===== src/rtl/mips_pkg.sv =====
// Shared constants and types for the MIPS datapath write-back and register file.
package mips_pkg;

    localparam int DATA_W = 32;
    localparam int ADDR_W = 5;
    localparam int DEPTH  = 32;

    typedef logic [DATA_W-1:0] word_t;
    typedef logic [ADDR_W-1:0] reg_addr_t;

    localparam reg_addr_t REG_ZERO    = 5'd0;
    localparam logic      WB_SEL_ALU  = 1'b0;
    localparam logic      WB_SEL_MEM  = 1'b1;
    localparam logic      ADDR_SEL_RT = 1'b0;
    localparam logic      ADDR_SEL_RD = 1'b1;

endpackage


===== src/rtl/wb_regfile_if.sv =====
// Write-back and decode-read bundle between the pipeline and the register file.
interface wb_regfile_if;
    import mips_pkg::*;

    word_t     ALU_result;
    word_t     mem_data;
    logic      wb_write_en;
    logic      wb_addr_sel;
    logic      wb_data_sel;
    reg_addr_t wb_addr1;
    reg_addr_t wb_addr2;
    reg_addr_t rs_addr;
    reg_addr_t rt_addr;
    word_t     rs_data;
    word_t     rt_data;
    reg_addr_t wb_addr;
    word_t     wb_data;
    logic      wb_valid;

    modport master (
        output ALU_result, mem_data, wb_write_en, wb_addr_sel, wb_data_sel,
        output wb_addr1, wb_addr2, rs_addr, rt_addr,
        input  rs_data, rt_data, wb_addr, wb_data, wb_valid
    );

    modport slave (
        input  ALU_result, mem_data, wb_write_en, wb_addr_sel, wb_data_sel,
        input  wb_addr1, wb_addr2, rs_addr, rt_addr,
        output rs_data, rt_data, wb_addr, wb_data, wb_valid
    );

endinterface


===== src/rtl/wb_mux.sv =====
// Resolves the write-back destination, data and validity from the MEM/WB selects.
module wb_mux
    import mips_pkg::*;
(
    input  logic      wb_write_en,
    input  logic      wb_addr_sel,
    input  logic      wb_data_sel,
    input  reg_addr_t wb_addr1,
    input  reg_addr_t wb_addr2,
    input  word_t     ALU_result,
    input  word_t     mem_data,
    output reg_addr_t wb_addr,
    output word_t     wb_data,
    output logic      wb_valid
);

    assign wb_addr  = (wb_addr_sel == ADDR_SEL_RD) ? wb_addr2 : wb_addr1;
    assign wb_data  = (wb_data_sel == WB_SEL_MEM) ? mem_data : ALU_result;
    // r0 is hardwired, so a write aimed at it is never a real write
    assign wb_valid = wb_write_en && (wb_addr != REG_ZERO);

endmodule


===== src/rtl/wb_regfile.sv =====
// 32x32 register file with two combinational read ports and write-through bypass.
module wb_regfile
    import mips_pkg::*;
(
    input  logic         clk,
    input  logic         reset,
    wb_regfile_if.slave  bus
);

    reg_addr_t wb_addr;
    word_t     wb_data;
    logic      wb_valid;

    wb_mux u_wb_mux (
        .wb_write_en (bus.wb_write_en),
        .wb_addr_sel (bus.wb_addr_sel),
        .wb_data_sel (bus.wb_data_sel),
        .wb_addr1    (bus.wb_addr1),
        .wb_addr2    (bus.wb_addr2),
        .ALU_result  (bus.ALU_result),
        .mem_data    (bus.mem_data),
        .wb_addr     (wb_addr),
        .wb_data     (wb_data),
        .wb_valid    (wb_valid)
    );

    assign bus.wb_addr  = wb_addr;
    assign bus.wb_data  = wb_data;
    assign bus.wb_valid = wb_valid;

    // Per-register write strobes; r0 has none, so it can never be written.
    logic  [DEPTH-1:1] wr_sel;
    word_t             regs_reg [DEPTH];

    genvar gi;
    generate
        for (gi = 1; gi < DEPTH; gi++) begin : g_wr_sel
            assign wr_sel[gi] = wb_valid && (wb_addr == ADDR_W'(gi));
        end
    endgenerate

    always_ff @(posedge clk or negedge reset) begin
        if (!reset) begin
            for (int i = 0; i < DEPTH; i++) begin
                regs_reg[i] <= '0;
            end
        end else begin
            for (int i = 1; i < DEPTH; i++) begin
                if (wr_sel[i]) begin
                    regs_reg[i] <= wb_data;
                end
            end
        end
    end

    // Reads bypass the pending write so decode sees it without a stall;
    // everything is forced to zero while reset is held.
    function automatic word_t read_port(input reg_addr_t addr);
        word_t data;
        data = '0;
        if (reset && (addr != REG_ZERO)) begin
            if (wb_valid && (addr == wb_addr)) begin
                data = wb_data;
            end else begin
                data = regs_reg[addr];
            end
        end
        return data;
    endfunction

    assign bus.rs_data = read_port(bus.rs_addr);
    assign bus.rt_data = read_port(bus.rt_addr);

endmodule


===== src/flat_wrapper.sv =====
// flat-port wrapper written by rule: the top's interface ports become plain ports
module wb_regfile_flat import mips_pkg::*;
  (clk, reset, bus_ALU_result, bus_mem_data, bus_wb_write_en, bus_wb_addr_sel, bus_wb_data_sel, bus_wb_addr1, bus_wb_addr2, bus_rs_addr, bus_rt_addr, bus_rs_data, bus_rt_data, bus_wb_addr, bus_wb_data, bus_wb_valid);
  wb_regfile_if bus_i ();
  input  logic clk;
  input  logic reset;
  input wire logic [$bits(bus_i.ALU_result)-1:0] bus_ALU_result;
  input wire logic [$bits(bus_i.mem_data)-1:0] bus_mem_data;
  input wire logic [$bits(bus_i.wb_write_en)-1:0] bus_wb_write_en;
  input wire logic [$bits(bus_i.wb_addr_sel)-1:0] bus_wb_addr_sel;
  input wire logic [$bits(bus_i.wb_data_sel)-1:0] bus_wb_data_sel;
  input wire logic [$bits(bus_i.wb_addr1)-1:0] bus_wb_addr1;
  input wire logic [$bits(bus_i.wb_addr2)-1:0] bus_wb_addr2;
  input wire logic [$bits(bus_i.rs_addr)-1:0] bus_rs_addr;
  input wire logic [$bits(bus_i.rt_addr)-1:0] bus_rt_addr;
  output wire logic [$bits(bus_i.rs_data)-1:0] bus_rs_data;
  output wire logic [$bits(bus_i.rt_data)-1:0] bus_rt_data;
  output wire logic [$bits(bus_i.wb_addr)-1:0] bus_wb_addr;
  output wire logic [$bits(bus_i.wb_data)-1:0] bus_wb_data;
  output wire logic [$bits(bus_i.wb_valid)-1:0] bus_wb_valid;
  assign bus_i.ALU_result = bus_ALU_result;
  assign bus_i.mem_data = bus_mem_data;
  assign bus_i.wb_write_en = bus_wb_write_en;
  assign bus_i.wb_addr_sel = bus_wb_addr_sel;
  assign bus_i.wb_data_sel = bus_wb_data_sel;
  assign bus_i.wb_addr1 = bus_wb_addr1;
  assign bus_i.wb_addr2 = bus_wb_addr2;
  assign bus_i.rs_addr = bus_rs_addr;
  assign bus_i.rt_addr = bus_rt_addr;
  assign bus_rs_data = bus_i.rs_data;
  assign bus_rt_data = bus_i.rt_data;
  assign bus_wb_addr = bus_i.wb_addr;
  assign bus_wb_data = bus_i.wb_data;
  assign bus_wb_valid = bus_i.wb_valid;
  wb_regfile u_core (.clk(clk), .reset(reset), .bus(bus_i));
endmodule

===== config.mk =====
export PLATFORM = sky130hd
export DESIGN_NAME = wb_regfile_flat
export DESIGN_NICKNAME = d
export VERILOG_FILES = /design/src/rtl/mips_pkg.sv /design/src/rtl/wb_regfile_if.sv /design/src/rtl/wb_mux.sv /design/src/rtl/wb_regfile.sv /design/src/flat_wrapper.sv
export SDC_FILE = /design/constraint.sdc
export NUM_CORES = 2
export LEC_CHECK = 0
export CAP_MARGIN = 0
export CORE_MARGIN = 2
export CORE_UTILIZATION = 45
export CTS_CLUSTER_DIAMETER = 40
export DETAILED_ROUTE_END_ITERATION = 16
export HOLD_SLACK_MARGIN = 0.08
export SYNTH_ARGS = -nofsm -noshare
export SYNTH_HDL_FRONTEND = slang
export SYNTH_SLANG_ARGS = --single-unit

===== constraint.sdc =====
create_clock -name clk -period 4 [get_ports clk]
set_clock_uncertainty 0.15 [all_clocks]
set_input_delay 0.8 -clock clk [delete_from_list [all_inputs] [get_ports clk]]
set_output_delay 0.8 -clock clk [all_outputs]
set_load 0.01 [all_outputs]

== Yosys cells after proc, flatten, opt, wreduce, memory -nomap -nowiden ==
Cells that the tools add are included.
Word-level totals
  flip-flop bits (word level): 992
  input port bits: 89
  word-level logic and storage cells: 119
Operators by class
  $lt $le $gt $ge: 2
  eq/ne operators: 33
  mux-type cells: 12
  bitwise logic cells: 2
  reductions and logical operators: 39
Operator list (count)
  32-bit binary-select mux with 5-bit select: 2
  32-bit two-way mux: 9
  5-bit == test (second input constant): 16
  5-bit by 4-bit == test with 1-bit output (second input constant): 8
  1-bit logical AND: 36
  5-bit by 3-bit == test with 1-bit output (second input constant): 4
  5-bit nonzero test: 3
  6-bit greater-or-equal comparator (second input constant): 2
  5-bit inverter with 6-bit output: 2
  5-bit by 2-bit == test with 1-bit output (second input constant): 2
  5-bit == test: 2
  5-bit by 1-bit == test with 1-bit output (second input constant): 1
  5-bit two-way mux: 1

== Longest topological paths before layout ==
  depth after elaboration: 6
  mapped depth: 9
  mapped depth without buffers: 6

== Hierarchy ==
From an unflattened synthesis, not the netlist that was laid out.
Second synthesis, totals
  cell total of the unflattened synthesis: 3894
  area, all modules: 54981.5 um2
Modules (own cells, without submodules)
  wb_regfile: times used 1, cells each 3850, area an instance 54512.3 um2
  wb_mux: times used 1, cells each 44, area an instance 469.2 um2

== Least setup slack after synthesis ==
No wires, ideal clock.
  path type: in2out
  from: in bus_rt_addr[0]
  to: out bus_rt_data[11]
  data arrival time: 2.617 ns
  required time: 3.050 ns
  path slack: 0.433 ns
  cell stages on the path: 8
  buffers on the path: 3
  cells stage by stage: buf_2 > buf_2 > buf_2 > mux4_2 > a22oi_1 > nand2_1 > nor4_1 > o22ai_1
Between the ends
  cells in the longest elaborated chain, start to end: 6
RTL lines
  start, declared: RTL line flat_wrapper.sv:15  | input wire logic [$bits(bus_i.rt_addr)-1:0] bus_rt_addr;
  5-bit inverter with 6-bit output (implied by the code): RTL line wb_regfile.sv:65  | data = regs_reg[addr];
  32-bit binary-select mux with 5-bit select: RTL line wb_regfile.sv:65
  32-bit two-way mux (implied by the code) (2 in series): RTL line wb_regfile.sv:65
  32-bit two-way mux: RTL line wb_regfile.sv:62  | if (wb_valid && (addr == wb_addr)) begin
  32-bit two-way mux *: RTL line wb_regfile.sv:61  | if (reset && (addr != REG_ZERO)) begin
  end, declared: RTL line flat_wrapper.sv:17  | output wire logic [$bits(bus_i.rt_data)-1:0] bus_rt_data;
Every way passes the cells marked *; elsewhere a longest branch is shown, timed or not. The select of a mux whose other input is x is not followed.

== Worst setup path in the final report ==
  from: in bus_rs_addr[0]
  to: out bus_rs_data[5]
Between the ends
  cells in the longest elaborated chain, start to end: 6
RTL lines
  start, declared: RTL line flat_wrapper.sv:14  | input wire logic [$bits(bus_i.rs_addr)-1:0] bus_rs_addr;
  5-bit inverter with 6-bit output (implied by the code): RTL line wb_regfile.sv:65
  32-bit binary-select mux with 5-bit select: RTL line wb_regfile.sv:65
  32-bit two-way mux (implied by the code) (2 in series): RTL line wb_regfile.sv:65
  32-bit two-way mux: RTL line wb_regfile.sv:62
  32-bit two-way mux *: RTL line wb_regfile.sv:61
  end, declared: RTL line flat_wrapper.sv:16  | output wire logic [$bits(bus_i.rs_data)-1:0] bus_rs_data;
Marks and branches as above.

==> results.cfg <==
[timing]
layout_min_cycle_time_ps = 4050
worst_slew_pin_slew_ps = 1090
relSlewSlack_pct = 27.0
rsz0062_at_grt = true
worst_slack_ps = -47.6
period_share_pct = 101
fmax_mhz = 247
setup_viol = 3
hold_viol = 0
drv_slew = 0

[grt]
antenna_found_initial = 4
grt_pass1_wl_mm = 309
grt_pass1_vias = 44100
overflow = 0
grt_max_degree = 173
grt_use_total_pct = 35.2

[floorplanning]
rows = 125
core_um2 = 116000
die_w_um = 346
io-pin-count = 191
initial_core_util_pct = 45.3
die-area_um2 = 119000
die_y_um = 346

[cts]
cts.path.max_buffers = 3
htree_levels = 4
clk_latency_ps = 760
clock-root-buffer = clkbuf_16
cts_tree = built
clk_pin_slew_ps = 50
cts_buffers = 150
cts_num_sinks = 992

[setup_path]
crit_fanout = 8
start_kind = input pin
required_ps = 3050
arrival_ps = 3100
endpoint_kind = output pin
worstSetupPathType = input pin to output pin

[synth]
synth-seq-cells = 992
synthesis.area_um2 = 52500
synthArstFlopShare_pct = 100
netlist_instances = 4982
yosysWarnings = 32
ys_types = 63
syn_area_per_cell_um2 = 10.5
synth-main-ff-cell = dfrtp_1
yosysSeqAreaShare_pct = 47.3
synth_nets = 5071
synth_edf_count = 0

[routing]
post_drt_via_cell_ratio = 6.46
drtPass1Iterations = 5
wl_per_cell_um = 30.0
finalWirelength_mm = 212
ant_nets = 0
drc = 0
drt_iter0_drc = 6535
num_vias = 45600

[worst_hold_path]
hp-class = flip-flop to flip-flop

[final_layout]
drive_gt1_share_pct = 28.8
final_area_um2 = 66800
final_nets = 5499
largest_reg_flops = 992
syn2layout_area_growth_pct = 27.2

[placed_design]
dp_hpwl_mm = 134
placed_cell_area_um2 = 60100
portBuffers = 190
routabilityCongestion = 0.913

[run_status]
outcome = finished, violations left
violations = negative setup slack

[pwr]
power_leakage_uw = 0.0279
ir_worst_vdd_mv = 0.429
power.total_uw = 40700
power_density_nw_per_um2 = 610

[run]
maxCapViolations = 0
## repair_timing
action                                 CTS  global route
buffers inserted                        44            18
cloned                                   5             2
pin swaps                               20            16
setup endpoints to repair               65            55
hold buffers                             1             0
endpoints found under the hold margin   18             0
resized for setup                      277            96
## cell usage in the layout, fill, tap and decap left out, drive strengths merged, types with 66 or more instances in the layout
cell / netlist / layout
nor2: 1027 / 1027
a21oi: 993 / 993
dfrtp: 992 / 992
buf: 238 / 619
mux4: 339 / 339
clkbuf: 270 / 214
mux2i: 141 / 141
o22ai: 137 / 137
mux2: 135 / 135
nor3: 113 / 113
clkdlybuf4s50: 0 / 107
nor2b: 75 / 75
o21ai: 73 / 73
inv: 42 / 66
## per-layer routing
layer | vias up | global-route usage [%] | share of wire (%)
li1 | 19100 | - | -
met1 | 23100 | 48.3 | 39
met2 | 2803 | 52.4 | 44
met3 | 585 | 8.73 | 11
met4 | 4 | 17.4 | 5.3
met5 | - | 0 | 0.0066
## cell families (layout without fill, tap and decap cells)
kind of cell,after synthesis,count (layout),share of synthesized area (%)
AOI/OAI and AO/OA,1467,1467,16.2
and+or+nand+nor,1348,1348,11.4
DFF,992,992,47.3
muxes,615,615,20.2
buffers and inverters,550,1102,4.65
xor gates and xnor gates,10,10,0.167
other,0,1,0
## Yosys cell counts (all sizes together) (2+ instances only)
master	count	area share, %
nor2	1027	7.3
a21oi	993	9.7
dfrtp	992	47
mux4	339	15
clkbuf	270	1.9
buf	238	2.4
mux2i	141	2.8
o22ai	137	1.6
mux2	135	2.9
nor3	113	1.6
nor2b	75	0.89
o21ai	73	0.70
a22o	57	0.95
a211oi	51	0.73
nand2	47	0.42
a221oi	43	0.72
a22oi	43	0.62
inv	42	0.30
nor4	37	0.53
a2111oi	25	0.42
o32ai	22	0.37
and2	10	0.12
nand2b	9	0.11
xnor2	8	0.13
and3b	6	0.10
nor3b	6	0.095
or2	6	0.072
o211a	5	0.095
o2bb2ai	5	0.083
nand3	3	0.029
nand3b	3	0.043
nand4	2	0.024
o31ai	2	0.048
o41ai	2	0.033
xor2	2	0.033
## power by group
group / internal (µW) / leakage [µW] / switching [µW]
registers: 13400 / 0.0119 / 2760
logic: 5670 / 0.0135 / 5080
clock network: 8590 / 0.00253 / 5210
total: 27700 / 0.0279 / 13000
## worst max-delay path, stage by stage
cell	delay, ps
buf_16	160
buf_4	200
buf_12	120
mux4_2	540
a22o_1	300
nor4_2	580
o22ai_1	190
buf_2	180
## worst paths after layout
check / from / endpoint / slack [ps] / cells past startpoint
max in group asynchronous: reset / u_core.regs_reg[977] / 1340 / 4
max reg2reg: u_core.regs_reg[66] / u_core.regs_reg[66] / 3110 / 2
min reg2reg: u_core.regs_reg[675] / u_core.regs_reg[675] / 390 / 2
min: u_core.regs_reg[675] / u_core.regs_reg[675] / 390 / 2
max: bus_rs_addr[0] / bus_rs_data[5] / -50 / 8
min in group asynchronous: reset / u_core.regs_reg[331] / 550 / 3
## stage by stage
step	utilization (%)	std cells	hold slack [ps]	setup slack (ps)	TNS, ps
final	57.6	7059	393	-47.6	-66.1
after global routing	57.6	7058	412	-50.2	-102
after CTS	57.3	7039	385	-12.9	-15.6
after detailed placement	51.8	6713	374	-1020	-42900
after global placement	51.8	6713	365	-1030	-41620
after floorplan	-	4982	350	433	0
## area by class of cell
type | instances | area [µm²]
Timing Repair Buffer | 784 | 8230
Inverter | 42 | 158
Tap cell | 1524 | 1910
Multi-Input combinational cell | 3440 | 26400
Sequential cell | 992 | 24800
Antenna cell | 1 | 2.50
Clock inverter | 87 | 1090
Fill cell | 9673 | 49100
Clock buffer | 189 | 4180
(Power assumes the default switching activity.)
==> variant (same flow settings) <==
Change the package constant `ADDR_W` from 5 to 4.
--- a/src/rtl/mips_pkg.sv
+++ b/src/rtl/mips_pkg.sv
@@ -3,5 +3,5 @@
 
     localparam int DATA_W = 32;
-    localparam int ADDR_W = 5;
+    localparam int ADDR_W = 4;
     localparam int DEPTH  = 32;
 
Ports: changed (5 resized); port bits go from 191 to 186. The function was not compared with the original's and may differ.
==> variant against the original RTL <==
Cell area down 50%; maximum frequency grew 3.2%; worst setup slack improved by 0.13 ns; non-clock buffer count fell by 323; routed wire length decreased by 58%; final cell count down 50%; first-iteration DRC count is 70% lower; sequential cell count down 512; clock power fell by 49%; total power down 54%; synthesized area is 50% lower; critical endpoint is now bus_rt_data[8]; largest power group unchanged; highest routed layer unchanged.
==> variant: results (changes against the original RTL) <==
- The routed via count divided by cell count is 6.07 (-6.0%).
- The run finished with clean final reports.
- The capturing point of the worst reg2reg path is u_core.regs_reg[944].
- The sequential cell area is 12000 µm² (-52%).
- The fraction of met1 tracks used by global routing is 41.7% (-6.6 points).
- The number of different library cells in the post-synthesis netlist was 46 (-27%).
- The post-CTS setup buffer count is 22 (-50%).
- The count of instances resized after the clock tree is built is 147 (-47%).
- The detailed route wirelength on metal3 is 6590 µm (-73%).
- The global routing usage on met3 is 5.60% (-3.1 points).
- The total number of vias is 21600 (-53%).
- The via count of the first global-routing pass is 22100 (-50%).
- The highest layer touched by signal routing is met5.
- The endpoint arrival time on the critical path is 2.97 ns (-0.13 ns).
- Sorting the synthesized cells by area gives the leading types as sky130_fd_sc_hd__dfrtp_1 (46%), sky130_fd_sc_hd__mux4_2 (19%), sky130_fd_sc_hd__o21ai_0 (8.8%).
- The pre-CTS setup slack is -0.744 ns (+0.274 ns).
- The mean instance size in the synthesized netlist is 10.7 µm² (+1.7%).
- The switching part of the total is 30.4% (-1.6 points).
- The area of combinational cells with multiple inputs is 13100 µm² (-50%).
- The wire length per cell after detailed routing is 25.3 µm (-16%).
- The startpoint of the most critical hold path is u_core.regs_reg[479].
- The worst slack on hold paths is 0.346 ns (-0.0468 ns).
- The net count reported at finish is 2814 (-49%).
- The flip-flop count of the largest register after layout is 480 (-52%).
- The routability congestion estimate from global placement is 0.840 (-8.0%).
- The iteration-0 DRC count of the detailed router is 1972 (-70%).
- The total nets after synthesis is 2516 (-50%).
- The layout multi-input combinational cell count came to 1666 (-52%).
- The longest individual stage delay on the worst path is 0.33 ns (-0.25 ns).
- The proportion of cell area spent on the clock network is 8.11% (+0.22 points).
- The pin slew with the least headroom to its limit came to 1.01 ns (-0.0775 ns).
- The end point of the worst hold path is u_core.regs_reg[479].
- The number of input and output port buffers inserted was 185 (-2.6%).
- The most critical setup path has its endpoint at bus_rt_data[8].
- The setup slack of the critical path after layout is 0.0776 ns (+0.125 ns).
- The detailed-routed wire length on met2 is 42700 µm (-54%).
- The global-route track usage on met2 is 49.4% (-3.0 points).
- The routed metal-1 wirelength is 37600 µm (-55%).
- The slack of the worst reg-to-reg path is 3.08 ns (-0.03 ns).
- The share of cell area taken by flip-flops and latches is 35.8% (-1.4 points).
- The non-clock buffer area fraction after layout is 13.8% (+1.4 points).
- The post-synthesis sequential element count is 480 (-52%).
- The fraction of layout instances using a drive strength above 1 was 28.8% (+0.039 points).
- The placed cell count was 3387 (-50%).
- The startpoint identified for the worst register-to-register timing path is u_core.regs_reg[944].
- The largest net degree at the start of global routing is 170 (-1.7%).
- The slowest stage of the critical path is the sky130_fd_sc_hd__o32a_1 cell.
- The number of clock buffers in the layout is 90 (-52%).
- The netlist area before placement was 26100 µm² (-50%).
- The layout filler cell count is 4826 (-50%).
- The number of H-tree levels was 3 (-1).
- The number of diodes added for antenna fixing was 0 (-1).
[variant: changes by cell type after synthesis, moves of 112 or more]
cell                       before  now
sky130_fd_sc_hd__nor2_1      1027   54
sky130_fd_sc_hd__a21oi_1      965   94
sky130_fd_sc_hd__buf_2        179   67
sky130_fd_sc_hd__nand2_1       39  456
sky130_fd_sc_hd__o21ai_0       73  457
sky130_fd_sc_hd__mux4_2       339  217
sky130_fd_sc_hd__clkbuf_1     270  156
sky130_fd_sc_hd__dfrtp_1      992  480
[variant: power by group through the flow]
stage | sequential, mW | clock (mW) | combinational (mW)
CTS | 7.13 | 7.08 | 4.39
floorplan | 6.87 | 0 | 2.95
detailed placement | 7.19 | 0 | 4.38
finish | 7.17 | 7.00 | 4.39
global placement | 7.09 | 0 | 4.25
global route | 7.32 | 7.31 | 4.84
[variant: logic make-up after synthesis]
logic type / count (synthesis)
buffers and inverters: 285
muxes: 348
xor gates and xnor gates: 8
and+or+nand+nor: 592
AOI/OAI and AO/OA: 718
DFF: 480
